`src/rtl/stream_mux.sv`:
```
// ============================================================================
// stream_mux : one-entry registered N:1 valid/ready stream mux with fixed or
//              round-robin channel selection and a transfer counter.
// Revision   : 1.0
// ============================================================================
`default_nettype none

module stream_mux #(
  parameter int SEL = 3,
  parameter int N   = 2**SEL,
  parameter int W   = 8,
  parameter int CW  = 16
) (
  input  logic           clk,
  input  logic           rst,
  input  logic           mode,
  input  logic [SEL-1:0] select,
  input  logic [N*W-1:0] in_data,
  input  logic [N-1:0]   in_valid,
  output logic [N-1:0]   in_ready,
  output logic [W-1:0]   out_data,
  output logic [SEL-1:0] out_chan,
  output logic           out_valid,
  input  logic           out_ready,
  output logic [CW-1:0]  xfer_count
);

  logic [SEL-1:0] r_ptr;
  logic [W-1:0]   r_out_data;
  logic [SEL-1:0] r_out_chan;
  logic           r_out_valid;
  logic [CW-1:0]  r_xfer_count;

  logic           w_load_en;
  logic           w_rr_found;
  logic [SEL-1:0] w_rr_idx;
  logic [SEL-1:0] w_probe;
  logic [SEL-1:0] w_cand;
  logic           w_cand_ok;
  logic           w_grant;
  logic [W-1:0]   w_cand_data;

  assign w_load_en = !r_out_valid || out_ready;

  // Round-robin search: first valid channel starting at r_ptr, wrapping.
  always_comb begin
    w_rr_found = 1'b0;
    w_rr_idx   = '0;
    w_probe    = '0;
    for (int i = 0; i < N; i++) begin
      w_probe = r_ptr + SEL'(i);
      if (!w_rr_found && in_valid[w_probe]) begin
        w_rr_found = 1'b1;
        w_rr_idx   = w_probe;
      end
    end
  end

  assign w_cand      = mode ? w_rr_idx : select;
  assign w_cand_ok   = mode ? w_rr_found : in_valid[select];
  assign w_grant     = !rst && w_load_en && w_cand_ok;
  assign w_cand_data = in_data[w_cand*W +: W];
  assign in_ready    = w_grant ? (N'(1) << w_cand) : '0;

  always_ff @(posedge clk or posedge rst) begin
    if (rst) begin
      r_ptr        <= '0;
      r_out_data   <= '0;
      r_out_chan   <= '0;
      r_out_valid  <= 1'b0;
      r_xfer_count <= '0;
    end else begin
      if (w_grant) begin
        r_out_data  <= w_cand_data;
        r_out_chan  <= w_cand;
        r_out_valid <= 1'b1;
        if (mode) begin
          r_ptr <= w_cand + SEL'(1);
        end
      end else if (out_ready) begin
        r_out_valid <= 1'b0;
      end
      if (r_out_valid && out_ready) begin
        r_xfer_count <= r_xfer_count + CW'(1);
      end
    end
  end

  assign out_data   = r_out_data;
  assign out_chan   = r_out_chan;
  assign out_valid  = r_out_valid;
  assign xfer_count = r_xfer_count;

endmodule

`default_nettype wire

```
`config.mk`:
```
export PLATFORM = sky130hd
export DESIGN_NAME = stream_mux
export DESIGN_NICKNAME = d
export VERILOG_FILES = /design/src/rtl/stream_mux.sv
export SDC_FILE = /design/constraint.sdc
export NUM_CORES = 1
export LEC_CHECK = 0
export BUFFER_PORTS_ARGS = -buffer_cell sky130_fd_sc_hd__buf_2
export CAP_MARGIN = 20
export CORE_MARGIN = 3
export CORE_UTILIZATION = 50
export CTS_CLUSTER_DIAMETER = 120
export DETAILED_ROUTE_END_ITERATION = 10
export GPL_ROUTABILITY_DRIVEN = 0
export PLACE_DENSITY = 0.86
export RECOVER_POWER = 100
export SLEW_MARGIN = 15
export SYNTH_ARGS = -nofsm -noshare
export SYNTH_HDL_FRONTEND = slang
export SYNTH_SLANG_ARGS = --single-unit
```
`constraint.sdc`:
```
create_clock -name clk -period 6 [get_ports clk]
set_input_delay 1.2 -clock clk [delete_from_list [all_inputs] [get_ports clk]]
set_output_delay 1.2 -clock clk [all_outputs]
set_load 0.02 [all_outputs]
```
Word level (Yosys, flattened, before mapping)
Index checks and enable logic that the tools add are counted.
{ "word_totals": {"word_cells": 86, "register_bits": 31, "out_inout_bits": 36, "rom_bits": 0, "memories": 0, "ramBits": 0, "latchBits": 0} }
{ "op_classes": {"n_shift": 2, "magnitude_cmp": 9, "n_mul": 0, "n_bitwise": 0, "div": 0, "add_sub_neg": 9, "eq_ne": 0, "n_reduce_logical": 22, "mux": 39} }
{ "op_table": {"columns": ["cell", "n"], "rows": [
  ["indexed part select 64 x 7 -> 8 bit", 1],
  ["less-than comparator 3 x 4 -> 1 bit (second input constant)", 9],
  ["binary-select mux 1 bit (select 3 bit)", 9],
  ["two-way mux 3 bit", 9],
  ["two-way mux 1 bit", 20],
  ["adder 16 x 1 -> 16 bit (second input constant)", 1],
  ["adder 3 bit (second input constant)", 4],
  ["logical AND 1 bit", 10],
  ["logical NOT 1 bit", 9],
  ["two-way mux 8 bit", 1],
  ["<< shifter 1 x 3 -> 8 bit (first input constant)", 1],
  ["adder 3 x 1 -> 3 bit (second input constant)", 2],
  ["adder 3 x 2 -> 3 bit (second input constant)", 2],
  ["AND reduction 2 bit", 1],
  ["nonzero test 2 bit", 1],
  ["logical OR 1 bit", 1]
]} }

Depth between registers and ports, before layout
Gate-level depths: netlist of run 1.
{ "logic_depth": {"ltp_word": 27, "ltp_mapped": 17, "ltp_nobuf": 13} }

Worst setup path before layout of run 1
No wires, ideal clock.
{ "synth_path": {"path_type": "register to output", "from": "register r_ptr[0]", "to": "output port in_ready[5]", "stages_incl_launch_ff": 15, "setup_slack_ns": 0.888, "arrival_ns": 3.912, "t_required_ns": 4.800, "path_cell_list": "dfrtp_1 buf_4 buf_2 inv_1 ha_1 buf_6 mux4_2 mux2i_1 a32o_2 and4b_4 a221oi_1 nor3_1 a21o_1 inv_2 nor4_1"} }
{ "synth_via": {"elab_chain_len": 27} }
{ "synth_rtl": {"columns": ["element", "line", "rtl"], "rows": [
  ["from (decl)", "28", "logic [SEL-1:0] r_ptr;"],
  ["from (signal assigned)", "78", "r_ptr <= w_cand + SEL'(1);"],
  ["parallel branches: the longest is 26 deep, another holds adder 3 x 1 -> 3 bit", null, null],
  ["two-way mux 8 bit *", "63", "assign in_ready = w_grant ? (N'(1) << w_cand) : '0;"],
  ["to (decl)", "20", "output logic [N-1:0] in_ready,"]
]} }
Mark *: on every way between the ends. The select of a mux whose other input is x is not followed.

Final worst setup path of run 1
{ "layout_path": {"from": "register r_ptr[1]", "to": "output port in_ready[5]"} }
Same word-level chain as after synthesis.

==> results of run 1 <==
layout by cell type, fill, tap and decap left out, types with 4 or more instances in the layout:
master,netlist,layout
buf_4,3,5
clkbuf_1,2,35
mux2i_1,25,25
buf_2,3,80
xor2_1,7,7
clkbuf_8,0,6
mux4_2,23,23
inv_1,11,12
dfrtp_1,31,31
nand2_1,40,40
o211ai_1,0,8
and2_1,6,4
a21oi_1,13,13
o21ai_0,4,4
xnor2_1,13,13
ha_1,4,4
nand3_1,7,7
mux2_2,14,14
nor2_1,22,22
per-stage QoR:
stage                     hold WS [ps]  utilization, %
after floorplan                  582.2               -
after global placement           465.9           63.92
after detailed placement         478.5           63.92
after CTS                        494.9           66.00
after global routing             535.0           64.47
final                            495.5           64.47
final cells by class:
cell class / instances / area share, %
multi-input cells: 234 / 56.07
flip-flops and latches: 31 / 21.33
repair buffers: 120 / 15.65
well taps: 72 / 2.477
clock buffers: 6 / 2.270
inverters: 12 / 1.238
clock inverters: 2 / 0.9632
registers in the layout, summed over array words and instances, names as in the netlist:
signal      cells
xfer_count     16
out_data        8
r_ptr           3
out_valid       1
out_chan        3
worst max-delay path: cells and delay by family (launching register included):
family / cells / cell delay (ps)
adders and majority gates: 1 / 710
buffers and inverters: 4 / 820
muxes: 1 / 640
AOI/OAI and AO/OA: 4 / 690
DFF: 1 / 340
and+or+nand+nor: 3 / 1050
power by group through the flow:
stage	Combinational, mW	Sequential (mW)	Clock [mW]
after floorplan	1.05	0.396	0
after global placement	1.32	0.350	0
after detailed placement	1.36	0.350	0
after CTS	1.37	0.348	0.219
after global routing	1.45	0.360	0.226
final	1.35	0.352	0.218
cells by family after synthesis:
group | synth area share [%]
AOI/OAI and AO/OA | 13.23
buffers and inverters | 4.648
adders and majority gates | 1.675
and+or+nand+nor | 16.33
DFF | 25.96
xor gates and xnor gates | 6.407
muxes | 31.74
path summary, 6_finish.rpt:
check                              startpoint       endpoint  depth (start not counted)
worst max-delay path                 r_ptr[1]    in_ready[5]                         13
worst min-delay path            xfer_count[3]  xfer_count[3]                          1
worst max register to register       r_ptr[1]    out_data[6]                         14
worst min register to register  xfer_count[3]  xfer_count[3]                          1
max in group asynchronous                 rst    out_data[7]                          3
min in group asynchronous                 rst  xfer_count[8]                          3
metal layers:
metal | GRT usage (%) | vias up | routed length, µm
met1 | 28.24 | 1322 | 3022
met4 | 13.37 | 0 | 372
met3 | 4.266 | 36 | 705
li1 | - | 1315 | -
met5 | 0 | - | 0
met2 | 42.42 | 171 | 4313
==> metrics.md, run 1 <==
| Metric | Value |
|---|---|
| CORE AREA | 5642 µm² |
| RSZ-0062 raised after global routing | no |
| First-pass GRT wire length | 13.66 mm |
| Port Buf Inserts | 114 |
| Crit start category | register |
| Post-synth top cells | nand2_1, dfrtp_1, mux2i_1 |
| Pwr per Cell Area | 526.5 nW/µm² |
| Max-cap violations | 1 |
| Final wirelength | 8.414 mm |
| Die Y | 83.30 µm |
| Die W | 83.30 µm |
| Max-slew violation count | 32 |
| Post-synthesis area per instance | 10.30 µm² |
| Status | complete, but fails checks |
| Pre-CTS WS | 664.5 ps |
| Clk_lat worst skew | 290 ps |
| Worst rel slew slack | -7.646% |
| DP HPWL | 6.603 mm |
| Total Power | 1.915 mW |
| Area of the multi-input gates | 2039 µm² |
| Final hold violations | 0 |
| Failing checks | max-capacitance violations, max-slew violations |
| Clock skew | 5.008 ps |
| Final min period | 5752 ps |
| Clock Sinks | 31 |
| Register-to-register setup slack | 1380 ps |
| Peak Freq | 173.8 MHz |
| Area growth, synth to finish | 21.73% |
| Top_reg_cell synth | dfrtp_1 |
| Seq pwr share | 18.4% |
| Worst-path clk slew | 70 ps |
| Hold_buf cts | 0 |
| Final setup fails | 0 |
| Finished Layout Cells | 477 |
| Gr ovfl total | 0 |
| CP max-delay cell | ha_1 |
| Actual slew at the worst max-slew pin | 1615 ps |
| Vias | 2844 |
| Placed Cells incl. Taps | 469 |
| Synth Net Count | 373 |
| Most frequent cell after synthesis | nand2_1 |
| Worst path cell trace | buf_4, inv_1, ha_1, mux4_2, a211oi_2, a32o_2, and4b_4, a221oi_1, nor3_1, a21o_1, inv_1, nor4_1, buf_2 |
| Sequential Area | 775.7 µm² |
| Fin crit share | 95.87% |
| Clock share of power | 11.4% |
| Fill count | 447 |
| CP most frequent cell | inv_1 |
| ANT nets after route | 0 |
| ANT cells | 0 |
| Post-Syn Area | 2988 µm² |
| Total CTS buffers | 5 |
| Post-cts sizing count | 0 |
| Initial cell density of the core | 52.96% |
| DP Area | 3606 µm² |
| Int Pwr | 994.1 µW |
| Slowest stage delay, CP | 710 ps |
| Row count | 27 |
| Post-synthesis register bit count | 31 |
| I/O pin count | 115 |
| Min-Delay Path Class | register to register |
| Vias per inst | 5.962 |
| DRT Pass-1 Iters | 4 |
| Cells after Synth | 290 |
| Required time of the critical path | 4800 ps |
| Sw Pwr | 920.9 µW |
| Maximum fanout along the worst path | 14 |
| Die footprint | 6939 µm² |
| DRC | 0 |
| Routed wire per std cell | 17.64 µm |
| Asr flop ratio synth | 100.0% |
| Root Driver | clkbuf_8 |
| TNS Setup | 0 ps |
| Htree depth | 2 |
| Total GRT Usage | 24.36% |
| Setup bufs post-CTS | 0 |
| Sw Share | 48.09% |
| P_leak | 1.672 nW |
| WS Path Type | register to output port |
| Finished Cell Area | 3637 µm² |
| Number of flops mapped to enable cells by yosys | 0 |
| DRT iter0 DRCs | 295 |
| Layout Nets | 487 |
| Ys Warns | 0 |
| Crit. End Element | output port |
| Comb power frac | 70.2% |
| Clock buffer depth | 2 |
| Pin count of the biggest net entering global routing | 32 |
| Register area share after synthesis | 25.96% |
| CTS tree | yes |
| Synth area leader | dfrtp_1 |
| Synth cell types | 54 |
| Antenna violations before repair | 0 |
| Vias in the first global route | 2900 |
| Cells taking the most area after synthesis | dfrtp_1, mux4_2, mux2i_1 |
| Max VDD drop | 0.3165 mV |
| Fin worst setup slack | 247.9 ps |
| Share of layout cells above drive strength 1 | 35.31% |
| Share of Yosys cell area claimed by the top area cell type | 25.96% |
| CP arrival | 4550 ps |
Power figures use the tool's default switching activity.
==> run 2: changes to the inputs <==
==> constraint.sdc (replaced) <==
create_clock -name clk -period 6 [get_ports clk]
set_input_delay 1.2 -clock clk [delete_from_list [all_inputs] [get_ports clk]]
set_output_delay 1.2 -clock clk [all_outputs]
set_load 0.005 [all_outputs]
==> run 2 against run 1 <==
  * The flow now finishes without violations
  * Register-to-register slack worse by 110 ps
  * Maximum frequency up 0.97%
  * Worst hold slack worse by 19 ps
  * Flip-flop and latch count unchanged
  * Clock power down 2%
  * Final area up 0.31%
  * Utilization up 0.20 points
  * Worst setup slack better by 56 ps
  * Critical path depth unchanged
  * Critical path type unchanged
  * Highest routed layer unchanged
==> metrics.md, run 2 (same netlist as run 1, synthesis figures left out) <==
| Metric | Value |
|---|---|
| Setup bufs post-CTS | 0 (unchanged) |
| ANT cells | 0 (unchanged) |
| Pwr per Cell Area | 503.7 nW/µm² (was 526.5 nW/µm²) |
| Pin count of the biggest net entering global routing | 27 (was 32) |
| First-pass GRT wire length | 13.94 mm (was 13.66 mm) |
| DP HPWL | 6.726 mm (was 6.603 mm) |
| Worst rel slew slack | 31.96% (was -7.646%) |
| Maximum fanout along the worst path | 14 (unchanged) |
| Final core utilization | 64.67% (was 64.47%) |
| Area growth, synth to finish | 22.11% (was 21.73%) |
| Final setup fails | 0 (unchanged) |
| Commonest non-fill, non-tap cells in the layout | buf_2, nand2_1, dfrtp_1 (was buf_2, nand2_1, clkbuf_1) |
| Final wirelength | 8.466 mm (was 8.414 mm) |
| Routed wire per std cell | 17.75 µm (was 17.64 µm) |
| Hold_buf cts | 0 (unchanged) |
| Sequential Area | 775.7 µm² (unchanged) |
| Fill count | 451 (was 447) |
| Crit start category | register (unchanged) |
| Clk_lat worst skew | 290 ps (about the same) |
| Antenna violations before repair | 0 (unchanged) |
| Clock Sinks | 31 (unchanged) |
| Final min period | 5697 ps (was 5752 ps) |
| Area of the multi-input gates | 2033 µm² (was 2039 µm²) |
| Vias per inst | 6.048 (was 5.962) |
| CORE AREA | 5642 µm² (unchanged) |
| Root Driver | clkbuf_8 (unchanged) |
| Crit. End Element | output port (unchanged) |
| Commonest non-fill, non-tap cell in the layout | buf_2 (unchanged) |
| Max FFs per register | 16 (unchanged) |
| P_leak | 1.730 nW (was 1.672 nW) |
| Die Y | 83.30 µm (unchanged) |
| Vias in the first global route | 2923 (was 2900) |
| CTS tree | yes (unchanged) |
| Peak Freq | 175.5 MHz (was 173.8 MHz) |
| I/O pin count | 115 (unchanged) |
| Htree depth | 2 (unchanged) |
| Die footprint | 6939 µm² (unchanged) |
| Fin crit share | 94.94% (was 95.87%) |
| Gr ovfl total | 0 (unchanged) |
| Initial cell density of the core | 52.96% (unchanged) |
| Required time of the critical path | 4800 ps (about the same) |
| Layout Nets | 487 (unchanged) |
| Max VDD drop | 0.2666 mV (was 0.3165 mV) |
| WS Path Type | register to output port (unchanged) |
| Port Buf Inserts | 114 (unchanged) |
| ANT nets after route | 0 (unchanged) |
| Row count | 27 (unchanged) |
| TNS Setup | 0 ps (unchanged) |
| DRT Pass-1 Iters | 4 (unchanged) |
| Max-cap violations | 0 (was 1) |
| Clock buffer depth | 2 (unchanged) |
| Max-slew violation count | 0 (was 32) |
| Total CTS buffers | 5 (unchanged) |
| Status | completed (was complete, but fails checks) |
| Total Power | 1.838 mW (was 1.915 mW) |
| CP arrival | 4500 ps (was 4550 ps) |
| Post-cts sizing count | 0 (unchanged) |
| DRC | 0 (unchanged) |
| DRT iter0 DRCs | 161 (was 295) |
| Total GRT Usage | 24.58% (was 24.36%) |
| Die W | 83.30 µm (unchanged) |
| Share of layout cells above drive strength 1 | 39.01% (was 35.31%) |
| Vias | 2885 (was 2844) |
| Clock skew | 5.128 ps (was 5.008 ps) |
| Final hold violations | 0 (unchanged) |
| RSZ-0062 raised after global routing | no (unchanged) |
| Worst-path clk slew | 70 ps (about the same) |
| Min-Delay Path Class | register to register (unchanged) |
| Actual slew at the worst max-slew pin | 1021 ps (was 1615 ps) |
-- run 2: critical path, cell delays in order (launching register included) --
cell and delay (ps):
dfrtp_1 330, buf_4 220, inv_1 180, ha_1 720
mux4_2 640, a211oi_2 280, a32o_1 220, and4b_1 350
a221oi_1 110, nor3_1 340, a21o_1 160, inv_2 110
nor4_1 380, clkbuf_1 170
-- run 2: path summary, 6_finish.rpt --
path,to,slack (ps),cells past startpoint,from
setup / recovery,in_ready[5],300,13,r_ptr[1]
hold / removal,xfer_count[15],480,1,xfer_count[15]
setup reg to reg,out_data[0],1270,14,r_ptr[1]
hold reg to reg,xfer_count[15],480,1,xfer_count[15]
max in group asynchronous,out_data[5],3780,3,rst
min in group asynchronous,xfer_count[10],930,2,rst
-- run 2: area by class of cell --
type	count	share of cell area [%]
Multi-Input combinational cell	234	55.73
Clock inverter	2	0.9602
Clock buffer	6	2.263
Timing Repair Buffer	120	16.08
Tap cell	72	2.469
Inverter	12	1.235
Sequential cell	31	21.26
-- run 2: power by group --
part           leakage (nW)  switching [mW]  internal [mW]
Sequential            0.394          0.0756          0.274
Combinational          1.28           0.684          0.590
Clock                0.0612          0.0795          0.134
-- run 2: layer usage --
| metal | global-route usage (%) | wire length (µm) |
|---|---|---|
| met5 | 0 | 0 |
| met4 | 11.74 | 387 |
| met3 | 3.571 | 559 |
| met2 | 44.46 | 4310 |
| met1 | 28.25 | 3208 |
-- run 2: per-stage QoR --
step | cells | worst slack, ps | instance area (µm²) | hold WS (ps)
after CTS | 477 | 450.3 | 3724 | 479.3
after floorplan | 290 | 1097 | 2988 | 468.2
after global routing | 477 | 67.06 | 3649 | 500.1
after global placement | 469 | 883.1 | 3606 | 464.1
final | 477 | 303.4 | 3649 | 476.1
after detailed placement | 469 | 774.5 | 3606 | 468.1
==> run 3: changes to the inputs <==
--- a/config.mk
+++ b/config.mk
@@ -7,12 +7,11 @@
 export LEC_CHECK = 0
 export BUFFER_PORTS_ARGS = -buffer_cell sky130_fd_sc_hd__buf_2
 export CAP_MARGIN = 20
-export CORE_MARGIN = 3
-export CORE_UTILIZATION = 50
+export CORE_UTILIZATION = 45
 export CTS_CLUSTER_DIAMETER = 120
 export DETAILED_ROUTE_END_ITERATION = 10
 export GPL_ROUTABILITY_DRIVEN = 0
-export PLACE_DENSITY = 0.86
+export PLACE_DENSITY = 0.82
 export RECOVER_POWER = 100
 export SLEW_MARGIN = 15
 export SYNTH_ARGS = -nofsm -noshare
==> constraint.sdc (replaced) <==
create_clock -name clk -period 4.7 [get_ports clk]
set_input_delay 0.94 -clock clk [delete_from_list [all_inputs] [get_ports clk]]
set_output_delay 0.94 -clock clk [all_outputs]
set_load 0.005 [all_outputs]
==> run 3 against run 2 <==
  * Global-route usage down 1.2 points
  * Flip-flop and latch count unchanged
  * Critical path type unchanged
  * Critical endpoint is now in_ready[6]
  * Total power up 35%
  * Clock power up 28%
  * Wire length down 4.4%
  * Cell count up 2.3%
  * Combinational power up 38%
==> metrics.md, run 3 (same netlist as run 1, synthesis figures left out) <==
| Metric | Value |
|---|---|
| Final setup fails | 0 (unchanged) |
| Status | completed (unchanged) |
| Maximum fanout along the worst path | 10 (was 14) |
| Int Pwr | 1.360 mW (was 998.4 µW) |
| Seq pwr share | 17.9% (was 19.0%) |
| CTS tree | yes (unchanged) |
| Final hold violations | 0 (unchanged) |
| Final min period | 4591 ps |
| Clock share of power | 11.1% (was 11.6%) |
| Clock buffer depth | 2 (unchanged) |
| Peak Freq | 217.8 MHz |
| Vias per inst | 5.811 (was 6.048) |
| Crit start category | register (unchanged) |
| Fin crit share | 97.69% |
| DRC | 0 (unchanged) |
| I/O pin count | 115 (unchanged) |
| Min-Delay Path Class | register to register (unchanged) |
| Final wirelength | 8.093 mm (was 8.466 mm) |
| First-pass GRT wire length | 13.07 mm (was 13.94 mm) |
| Sw Share | 44.99% (was 45.67%) |
| Pwr per Cell Area | 650.9 nW/µm² (was 503.7 nW/µm²) |
| Commonest non-fill, non-tap cell in the layout | buf_2 (unchanged) |
| Fill count | 517 (was 451) |
| Commonest non-fill, non-tap cells in the layout | buf_2, nand2_1, dfrtp_1 (unchanged) |
| Worst rel slew slack | 17.61% (was 31.96%) |
| Max VDD drop | 0.3339 mV (was 0.2666 mV) |
| CORE AREA | 6386 µm² (was 5642 µm²) |
| Share of layout cells above drive strength 1 | 45.50% (was 39.01%) |
| Comb power frac | 71.0% (was 69.3%) |
| DP HPWL | 6.344 mm (was 6.726 mm) |
| Actual slew at the worst max-slew pin | 1236 ps (was 1021 ps) |
| DRT Pass-1 Iters | 4 (unchanged) |
| Max-slew violation count | 0 (unchanged) |
| DP Area | 3657 µm² (was 3606 µm²) |
| Layout Nets | 493 (was 487) |
| CP arrival | 3650 ps (was 4500 ps) |
| ANT cells | 0 (unchanged) |
| Total CTS buffers | 5 (unchanged) |
| Total GRT Usage | 23.42% (was 24.58%) |
| WS Path Type | register to output port (unchanged) |
| Max-cap violations | 0 (unchanged) |
| DRT iter0 DRCs | 221 (was 161) |
| Setup bufs post-CTS | 0 (unchanged) |
| Vias | 2836 (was 2885) |
| Vias in the first global route | 2769 (was 2923) |
| Initial cell density of the core | 46.79% (was 52.96%) |
| Max FFs per register | 16 (unchanged) |
| Pin count of the biggest net entering global routing | 25 (was 27) |
| Port Buf Inserts | 114 (unchanged) |
| Die W | 83.49 µm (was 83.30 µm) |
| Routed wire per std cell | 16.58 µm (was 17.75 µm) |
| Die footprint | 6970 µm² (was 6939 µm²) |
| Clock skew | 4.458 ps (was 5.128 ps) |
| P_leak | 1.828 nW (was 1.730 nW) |
| Htree depth | 2 (unchanged) |
| Worst-path clk slew | 70 ps (about the same) |
| Gr ovfl total | 0 (unchanged) |
| ANT nets after route | 0 (unchanged) |
| Clk_lat worst skew | 280 ps (was 290 ps) |
| Clock Sinks | 31 (unchanged) |
| Area growth, synth to finish | 27.09% (was 22.11%) |
| Crit. End Element | output port (unchanged) |
| Required time of the critical path | 3760 ps (was 4800 ps) |
| Row count | 29 (was 27) |
| Total Power | 2.472 mW (was 1.838 mW) |
| Finished Cell Area | 3797 µm² (was 3649 µm²) |
| Sw Pwr | 1.112 mW (was 839.3 µW) |
| Root Driver | clkbuf_8 (unchanged) |
| Die Y | 83.49 µm (was 83.30 µm) |
| Antenna violations before repair | 0 (unchanged) |
run 3: through the flow:
| stage | hold slack, ps | utilization [%] | setup TNS [ps] | worst slack (ps) | instances |
|---|---|---|---|---|---|
| floorplan | 468.2 | - | 0 | 57.17 | 290 |
| global placement | 456.4 | 57.27 | 0 | 286.3 | 480 |
| detailed placement | 461.4 | 57.27 | 0 | 221.1 | 480 |
| CTS | 478.4 | 59.15 | 0 | 43.88 | 488 |
| global route | 505.3 | 59.46 | -28.93 | -14.55 | 488 |
| finish | 481.3 | 59.46 | 0 | 108.7 | 488 |
run 3: per-layer routing:
layer  up-vias  wire length (µm)  global-route usage (%)
met2       144              4344                   42.40
li1       1327                 -                       -
met1      1351              3059                   27.67
met5         -                 0                       0
met4         0               174                   9.245
met3        14               514                   3.858
run 3: what timing repair did:
item	4_1_cts	5_1_grt
resized for setup	1	8
hold buffers	0	0
endpoints found under the setup margin	1	8
pin swaps	0	1
run 3: power by group through the flow:
stage / Combinational, mW / Sequential [mW] / Clock [mW]
finish: 1.75 / 0.444 / 0.274
global route: 1.90 / 0.459 / 0.291
CTS: 1.70 / 0.440 / 0.278
detailed placement: 1.69 / 0.444 / 0
global placement: 1.64 / 0.442 / 0
floorplan: 1.33 / 0.424 / 0
run 3: worst paths after layout:
kind	startpoint	endpoint	slack, ps	depth (start not counted)
min	out_chan[2]	out_chan[2]	480	2
min reg2reg	out_chan[2]	out_chan[2]	480	2
max in group asynchronous	rst	r_ptr[2]	2570	3
min in group asynchronous	rst	xfer_count[7]	610	2
max reg2reg	r_ptr[0]	out_data[3]	610	14
max	r_ptr[0]	in_ready[6]	110	14
run 3: critical path, cell delays in order (launching register included):
cell	delay (ps)
dfrtp_1	350
inv_1	110
ha_4	350
mux4_2	570
a211oi_2	300
a32o_2	200
nand3_1	150
a221oi_2	360
nor3_2	80
a21o_1	190
buf_4	200
nor2_2	140
nand2_1	100
nor2_1	140
buf_2	140
run 3: area by class of cell:
type                    instances  area (µm²)  area share, %
multi-input cells             234        2112          55.62
flip-flops and latches         31       777.0          20.46
repair buffers                126       646.9          17.03
well taps                      77       96.34          2.537
clock buffers                   6       82.58          2.175
inverters                      12       47.55          1.252
clock inverters                 2       35.03         0.9226
